$ cat config.mk
export PLATFORM = sky130hd
export DESIGN_NAME = tpu_job_seq
export DESIGN_NICKNAME = d
export VERILOG_FILES = /design/src/rtl/tpu_pkg.sv /design/src/rtl/tpu_job_seq.sv
export SDC_FILE = /design/constraint.sdc
export NUM_CORES = 1
export LEC_CHECK = 0
export ABC_AREA = 1
export ABC_CLOCK_PERIOD_IN_PS = 2100
export BUFFER_PORTS_ARGS = -buffer_cell sky130_fd_sc_hd__buf_2
export CORE_ASPECT_RATIO = 0.75
export CORE_MARGIN = 1
export CORE_UTILIZATION = 45
export DETAILED_ROUTE_END_ITERATION = 6
export PLACE_DENSITY = 0.84
export SYNTH_ARGS = -nofsm -noshare
export SYNTH_HDL_FRONTEND = slang
export SYNTH_SLANG_ARGS = --single-unit
$ cat constraint.sdc
create_clock -name clk -period 2.1 [get_ports clk]
set_input_delay 0.315 -clock clk [delete_from_list [all_inputs] [get_ports clk]]
set_output_delay 0.315 -clock clk [all_outputs]
set_load 0.03 [all_outputs]
$ cat src/rtl/tpu_pkg.sv
// Shared constants, state encoding and load address map for the tpuv1 job sequencer.
package tpu_pkg;

  localparam logic [15:0] A_BASE      = 16'h0100;
  localparam logic [15:0] B_BASE      = 16'h0200;
  localparam logic [15:0] C_BASE      = 16'h0300;
  localparam logic [15:0] MATMUL_ADDR = 16'h0400;

  localparam int A_WORDS   = 8;
  localparam int B_WORDS   = 8;
  localparam int C_WORDS   = 16;
  localparam int JOB_WORDS = A_WORDS + B_WORDS + C_WORDS;

  typedef enum logic [2:0] {LOAD, MMUL, WAIT, DRAIN, FIN} state_t;

  // C word k lives at C_BASE + 8k; row r low half precedes its high half.
  function automatic logic [15:0] c_addr(input logic [4:0] k);
    return C_BASE + {8'h00, k, 3'b000};
  endfunction

  // Bus address of job word k: A rows, then B rows, then C init words.
  function automatic logic [15:0] load_addr(input logic [4:0] k);
    logic [4:0] off;
    if (k < 5'(A_WORDS)) begin
      return A_BASE + {8'h00, k, 3'b000};
    end else if (k < 5'(A_WORDS + B_WORDS)) begin
      off = k - 5'(A_WORDS);
      return B_BASE + {8'h00, off, 3'b000};
    end else begin
      off = k - 5'(A_WORDS + B_WORDS);
      return c_addr(off);
    end
  endfunction

endpackage

$ cat src/rtl/tpu_job_seq.sv
// Job sequencer: streams a 32-word job onto the tpuv1 bus, fires MatMul,
// waits out the compute window, then drains 16 C words with backpressure.
module tpu_job_seq
  import tpu_pkg::*;
#(
  parameter int DIM         = 8,
  parameter int ADDRW       = 16,
  parameter int DATAW       = 64,
  parameter int WAIT_CYCLES = 3 * DIM
) (
  input  logic             clk,
  input  logic             rst,
  input  logic             in_valid,
  output logic             in_ready,
  input  logic [DATAW-1:0] in_data,
  output logic             out_valid,
  input  logic             out_ready,
  output logic [DATAW-1:0] out_data,
  output logic             out_last,
  output logic             busy,
  output logic             done,
  output logic             tpu_r_w,
  output logic [ADDRW-1:0] tpu_addr,
  output logic [DATAW-1:0] tpu_dataIn,
  input  logic [DATAW-1:0] tpu_dataOut
);

  localparam int WCW = $clog2(WAIT_CYCLES);
  // Index of the last C word: DIM rows, two words per row.
  localparam logic [4:0] C_LAST   = 5'(2 * DIM - 1);
  localparam logic [4:0] JOB_LAST = 5'(JOB_WORDS - 1);

  state_t           state, state_nxt;
  logic [4:0]       k;
  logic [WCW-1:0]   wcnt;
  logic             take, cap, ohs, wait_end;
  logic             rw_nxt;
  logic [15:0]      addr_nxt;
  logic [DATAW-1:0] data_nxt;

  assign take     = in_valid && in_ready;
  assign cap      = (state == DRAIN) && (!out_valid || out_ready);
  assign ohs      = out_valid && out_ready;
  assign wait_end = (state == WAIT) && (wcnt == WCW'(WAIT_CYCLES - 1));

  // State register
  always_ff @(posedge clk) begin
    if (rst) state <= LOAD;
    else     state <= state_nxt;
  end

  // Next-state logic
  always_comb begin
    state_nxt = state;
    case (state)
      LOAD:    if (take && k == JOB_LAST) state_nxt = MMUL;
      MMUL:    state_nxt = WAIT;
      WAIT:    if (wait_end) state_nxt = DRAIN;
      DRAIN:   if (cap && k == C_LAST) state_nxt = FIN;
      FIN:     if (ohs) state_nxt = LOAD;
      default: state_nxt = LOAD;
    endcase
  end

  // Handshake/status outputs and the next bus cycle (idle unless driven)
  always_comb begin
    in_ready = (state == LOAD);
    busy     = (state != LOAD) || (k != 5'd0);
    rw_nxt   = 1'b0;
    addr_nxt = 16'h0000;
    data_nxt = '0;
    case (state)
      LOAD: if (take) begin
        rw_nxt   = 1'b1;
        addr_nxt = load_addr(k);
        data_nxt = in_data;
      end
      MMUL: begin
        rw_nxt   = 1'b1;
        addr_nxt = MATMUL_ADDR;
      end
      WAIT:  if (wait_end) addr_nxt = C_BASE;
      // Hold the read address under backpressure so tpu_dataOut stays put.
      DRAIN: if (!cap)            addr_nxt = c_addr(k);
             else if (k != C_LAST) addr_nxt = c_addr(k + 5'd1);
      default: ;
    endcase
  end

  // Bus, counters and the inline output register
  always_ff @(posedge clk) begin
    if (rst) begin
      k          <= '0;
      wcnt       <= '0;
      tpu_r_w    <= 1'b0;
      tpu_addr   <= '0;
      tpu_dataIn <= '0;
      out_valid  <= 1'b0;
      out_data   <= '0;
      out_last   <= 1'b0;
      done       <= 1'b0;
    end else begin
      tpu_r_w    <= rw_nxt;
      tpu_addr   <= ADDRW'(addr_nxt);
      tpu_dataIn <= data_nxt;
      done       <= 1'b0;
      case (state)
        LOAD: if (take) k <= (k == JOB_LAST) ? 5'd0 : k + 5'd1;
        MMUL: wcnt <= '0;
        WAIT: begin
          wcnt <= wcnt + WCW'(1);
          if (wait_end) k <= '0;
        end
        DRAIN: if (cap) begin
          out_data  <= tpu_dataOut;
          out_valid <= 1'b1;
          out_last  <= (k == C_LAST);
          k         <= k + 5'd1;
        end
        FIN: if (ohs) begin
          done      <= 1'b1;
          out_valid <= 1'b0;
          out_last  <= 1'b0;
          k         <= '0;
        end
        default: ;
      endcase
    end
  end

endmodule

Yosys cells after proc, flatten, opt, wreduce, memory -nomap -nowiden. Cells that the tools add are included. Widths: inputs -> output; s select.

Bits in registers: 161. Word-level logic and storage cells: 86.

$add $sub $neg: 9. $lt $le $gt $ge: 2. Eq/ne operators: 14. Multiplexer cells: 27. Bitwise gates (word level): 3. Reductions and logical operators: 21.

Operator list (number): $mux 11 (5); $add 10x8->11 const A (4); $pmux 11 s4 (1); $mux 5 (5); $pmux 5 s4 (1); $pmux 3 s5 (1); $mux 3 (4); $add 5x1->5 const B (2); $add 9x8->10 const A (1); $eq 5x5->1 const B (2); $mux 10 (1); $pmux 5 s2 (1); $eq 3x2->1 const B (2); $logic_and 1x1->1 (6); $ne 2x1->1 const B (3); $ne 2x2->1 const B (3); $pmux 1 s2 (3); $eq 5x4->1 const B (1); $lt 5x4->1 const B (1); $lt 5x5->1 const B (1); $mux 1 (5); $ne 5x4->1 const B (1); $reduce_and 5->1 (1); $reduce_bool 5->1 (1); other kinds (16) (20).

Logic depth before layout (Yosys ltp).
Depth in word-level cells: 6. Depth in mapped cells: 11. Depth with buffers taken out: 11.

Worst setup path before layout. OpenSTA, ideal clock, no wires.

Path type: flip-flop to output port. Start: register state[0]. End: output busy. Data arrival time: 1.242 ns. Setup slack: 0.543 ns. Cell stages (with the launch flop): 5. Buffers on the path: 0. Cell sequence: dfxtp_1 -> nor2_1 -> nand2_1 -> inv_1 -> nand4_1.

Cells in the longest elaborated chain, start to end: 2.

RTL lines: from (decl) (RTL line tpu_job_seq.sv:33) `state_t state, state_nxt;`; from (signal assigned) (RTL line tpu_job_seq.sv:49) `else state <= state_nxt;`; $reduce_bool 3->1 (RTL line tpu_job_seq.sv:68) `busy = (state != LOAD) || (k != 5'd0);`; $logic_or 1x1->1 (RTL line tpu_job_seq.sv:68); to (decl) (RTL line tpu_job_seq.sv:20) `output logic busy,`.

No other way between the ends.

Final worst setup path. Same ends and word-level chain as after synthesis.

==> flow_summary.toml <==
[run_status]
status = "finished clean"

[floorplanning]
fp.coreArea_um2 = 11600
io_pins = 282
die_w_um = 128
rows = 34
start_util = 0.463
die_h_um = 96.7
dieArea_um2 = 12400

[place]
post-dp-hpwl_mm = 10.0
gp_congestion = 0.899
io_buffers = 273

[sta]
finClkSkew_ns = 0.00858
fmax_ghz = 0.538
fin_tns_setup_ns = 0
hold_ws_ns = 0.114
fin_crit_ns = 1.86
min_period_over_period = 0.885
setup_viol = 0
rsz0062_at_grt = "no"
slew_violations = 0
finalHoldViolCount = 0

[clocking]
cts_tree = "done"
clock_sinks = 153
ctsHoldBuffers = 0
clock_tree.buffer_depth = 2
clk_latency_ns = 0.41
h-tree-depth = 4
cts_buffers = 17
post-cts-setup-buffers = 0
cts-root-buf = "clkbuf_16"
clk_pin_slew_worst_paths_ns = 0.07
cts_resized = 0

[layout]
multi_input_area_um2 = 1770
antennaDiodeCount = 0
drive_above_1_share = 0.333
fillerInstances = 1007
seqCellArea_um2 = 3060
syn_to_final_growth_pct = 37.7
layout.nets = 1084

[synthesis]
synthTopCellsByCount = "nor2_1, dfxtp_1, inv_1"
synth_cell_types = 26
postSynthAreaPerCell_um2 = 7.92
ys_warn_count = 0
ys_top_cells_by_area = "dfxtp_1, nor2_1, o21ai_0"
synth_top_area_frac = 0.569
syn-cell-area_um2 = 5380
yosysTopAreaCell = "dfxtp_1"
yosys_most_used_dff = "dfxtp_1"
synth_seq_cells = 153
async_flop_share = 0
ys_seq_area_frac = 0.569
synth_edf_count = 0
syn-instance-count = 679
yosysMostFrequentCell = "nor2_1"

[power]
power_density_nw_per_um2 = 873
irDropWorstVdd_v = 0.000614
combPwrFrac = 0.074
power_frac_seq = 0.462
leakagePower_nw = 4.20
switchingPower_mw = 1.61
switching_share = 0.249
intPower_mw = 4.86
clkPwrFrac = 0.464

[detailed_routing]
wl_per_cell_um = 12.4
via_per_inst = 4.52
wirelength_mm = 13.9
vias = 5071
dr.first_iter.drc_count = 223
dr.pass1.iters = 6
antenna_left = 0
drc = 0

[worst_setup_path]
worst-endpoint-arrival_ns = 1.54
required_ns = 1.78
critPathMaxFanout = 7
end_kind = "output pin"
critPathLaunchType = "register"
path_class = "reg2out"

[global_routing]
grt_max_degree = 70
grt_pass1_wl_mm = 22.5
grt_util_met2 = 0.394
grt-ovfl-total = 0
grt_pass1_vias = 4759
met1_usage = 0.267
groute.layer.met3.usage = 0.0863
antenna_found_initial = 0
grt_util_all_layers = 0.232
grt-busiest-layer = "met2"

[flow_run]
drv_cap = 0

[hold_path]
hold_class = "in2reg"
## cells in the final DEF (no fill, tap or decap), types with 2 or more instances in the layout
cell type	n
a211oi_1	2
a21oi_1	17
buf_12	3
buf_2	273
buf_4	3
clkbuf_16	17
clkinvlp_4	2
conb_1	8
dfxtp_1	153
ha_1	6
inv_1	86
inv_2	3
inv_6	7
inv_8	2
nand2_1	57
nand3_1	12
nand4_1	2
nor2_1	217
nor2_4	2
o211ai_1	2
o21ai_0	73
## power groups by stage
stage | registers [mW] | clock network, mW | logic (mW)
floorplan | 3.16 | 0 | 0.171
global placement | 3.05 | 0 | 0.475
detailed placement | 3.05 | 0 | 0.478
CTS | 2.99 | 3.08 | 0.482
global route | 2.99 | 3.22 | 0.521
finish | 2.99 | 3.00 | 0.479
## layer usage
| metal | routed length, um | up-vias |
|---|---|---|
| li1 | - | 2583 |
| met1 | 5900 | 2267 |
| met2 | 6650 | 211 |
| met3 | 1250 | 10 |
| met4 | 150 | 0 |
| met5 | 0 | - |
## critical path: stages (launching register included)
cell	delay, ns
dfxtp_1	0.39
nor2_1	0.22
nand2_1	0.14
inv_1	0.13
nand4_1	0.08
buf_2	0.18
## area by class of cell
class / count / share of cell area
inverters: 89 / 0.0451
well taps: 162 / 0.0274
multi-input cells: 406 / 0.239
repair buffers: 279 / 0.196
clock buffers: 18 / 0.0593
flip-flops and latches: 153 / 0.413
clock inverters: 14 / 0.0208
## worst paths after layout
path	from	to	slack [ns]	cells past startpoint
worst max register to register	k[0]$_SDFFE_PP0P_	tpu_addr[9]$_SDFF_PP0_	0.27	9
worst min-delay path	in_data[28]	tpu_dataIn[28]$_SDFF_PP0_	0.11	3
worst max-delay path	state[0]$_SDFFE_PP0P_	busy	0.24	5
worst min register to register	out_last$_SDFFE_PP0P_	out_last$_SDFFE_PP0P_	0.46	2
## state kept, by name (all words and copies together), names as in the netlist
signal,cells
wcnt,5
out_last,1
tpu_r_w,1
tpu_dataIn,64
out_data,64
done,1
k,5
out_valid,1
state,3
tpu_addr,8
## through the flow
step	area (um2)	std cells	power (mW)	utilization	worst slack [ns]
floorplan	5410	686	3.34	-	0.543
global placement	6820	1089	3.52	0.587	0.434
detailed placement	6820	1089	3.53	0.587	0.331
CTS	7410	1121	6.54	0.638	0.223
global route	7410	1121	6.73	0.638	0.0538
finish	7410	1121	6.47	0.638	0.242
## kinds of logic (layout without fill, tap and decap cells)
logic type / count (synthesis) / after routing / synth area share
flip-flops: 153 / 153 / 0.569
XOR/XNOR: 2 / 2 / 0.00326
other: 1 / 8 / 0.000697
buffers and inverters: 127 / 400 / 0.107
AO/OA/AOI/OAI: 95 / 95 / 0.0907
adder cells (fa/ha/maj): 6 / 6 / 0.0140
AND/OR/NAND/NOR: 295 / 295 / 0.215
(Power assumes the default switching activity.)
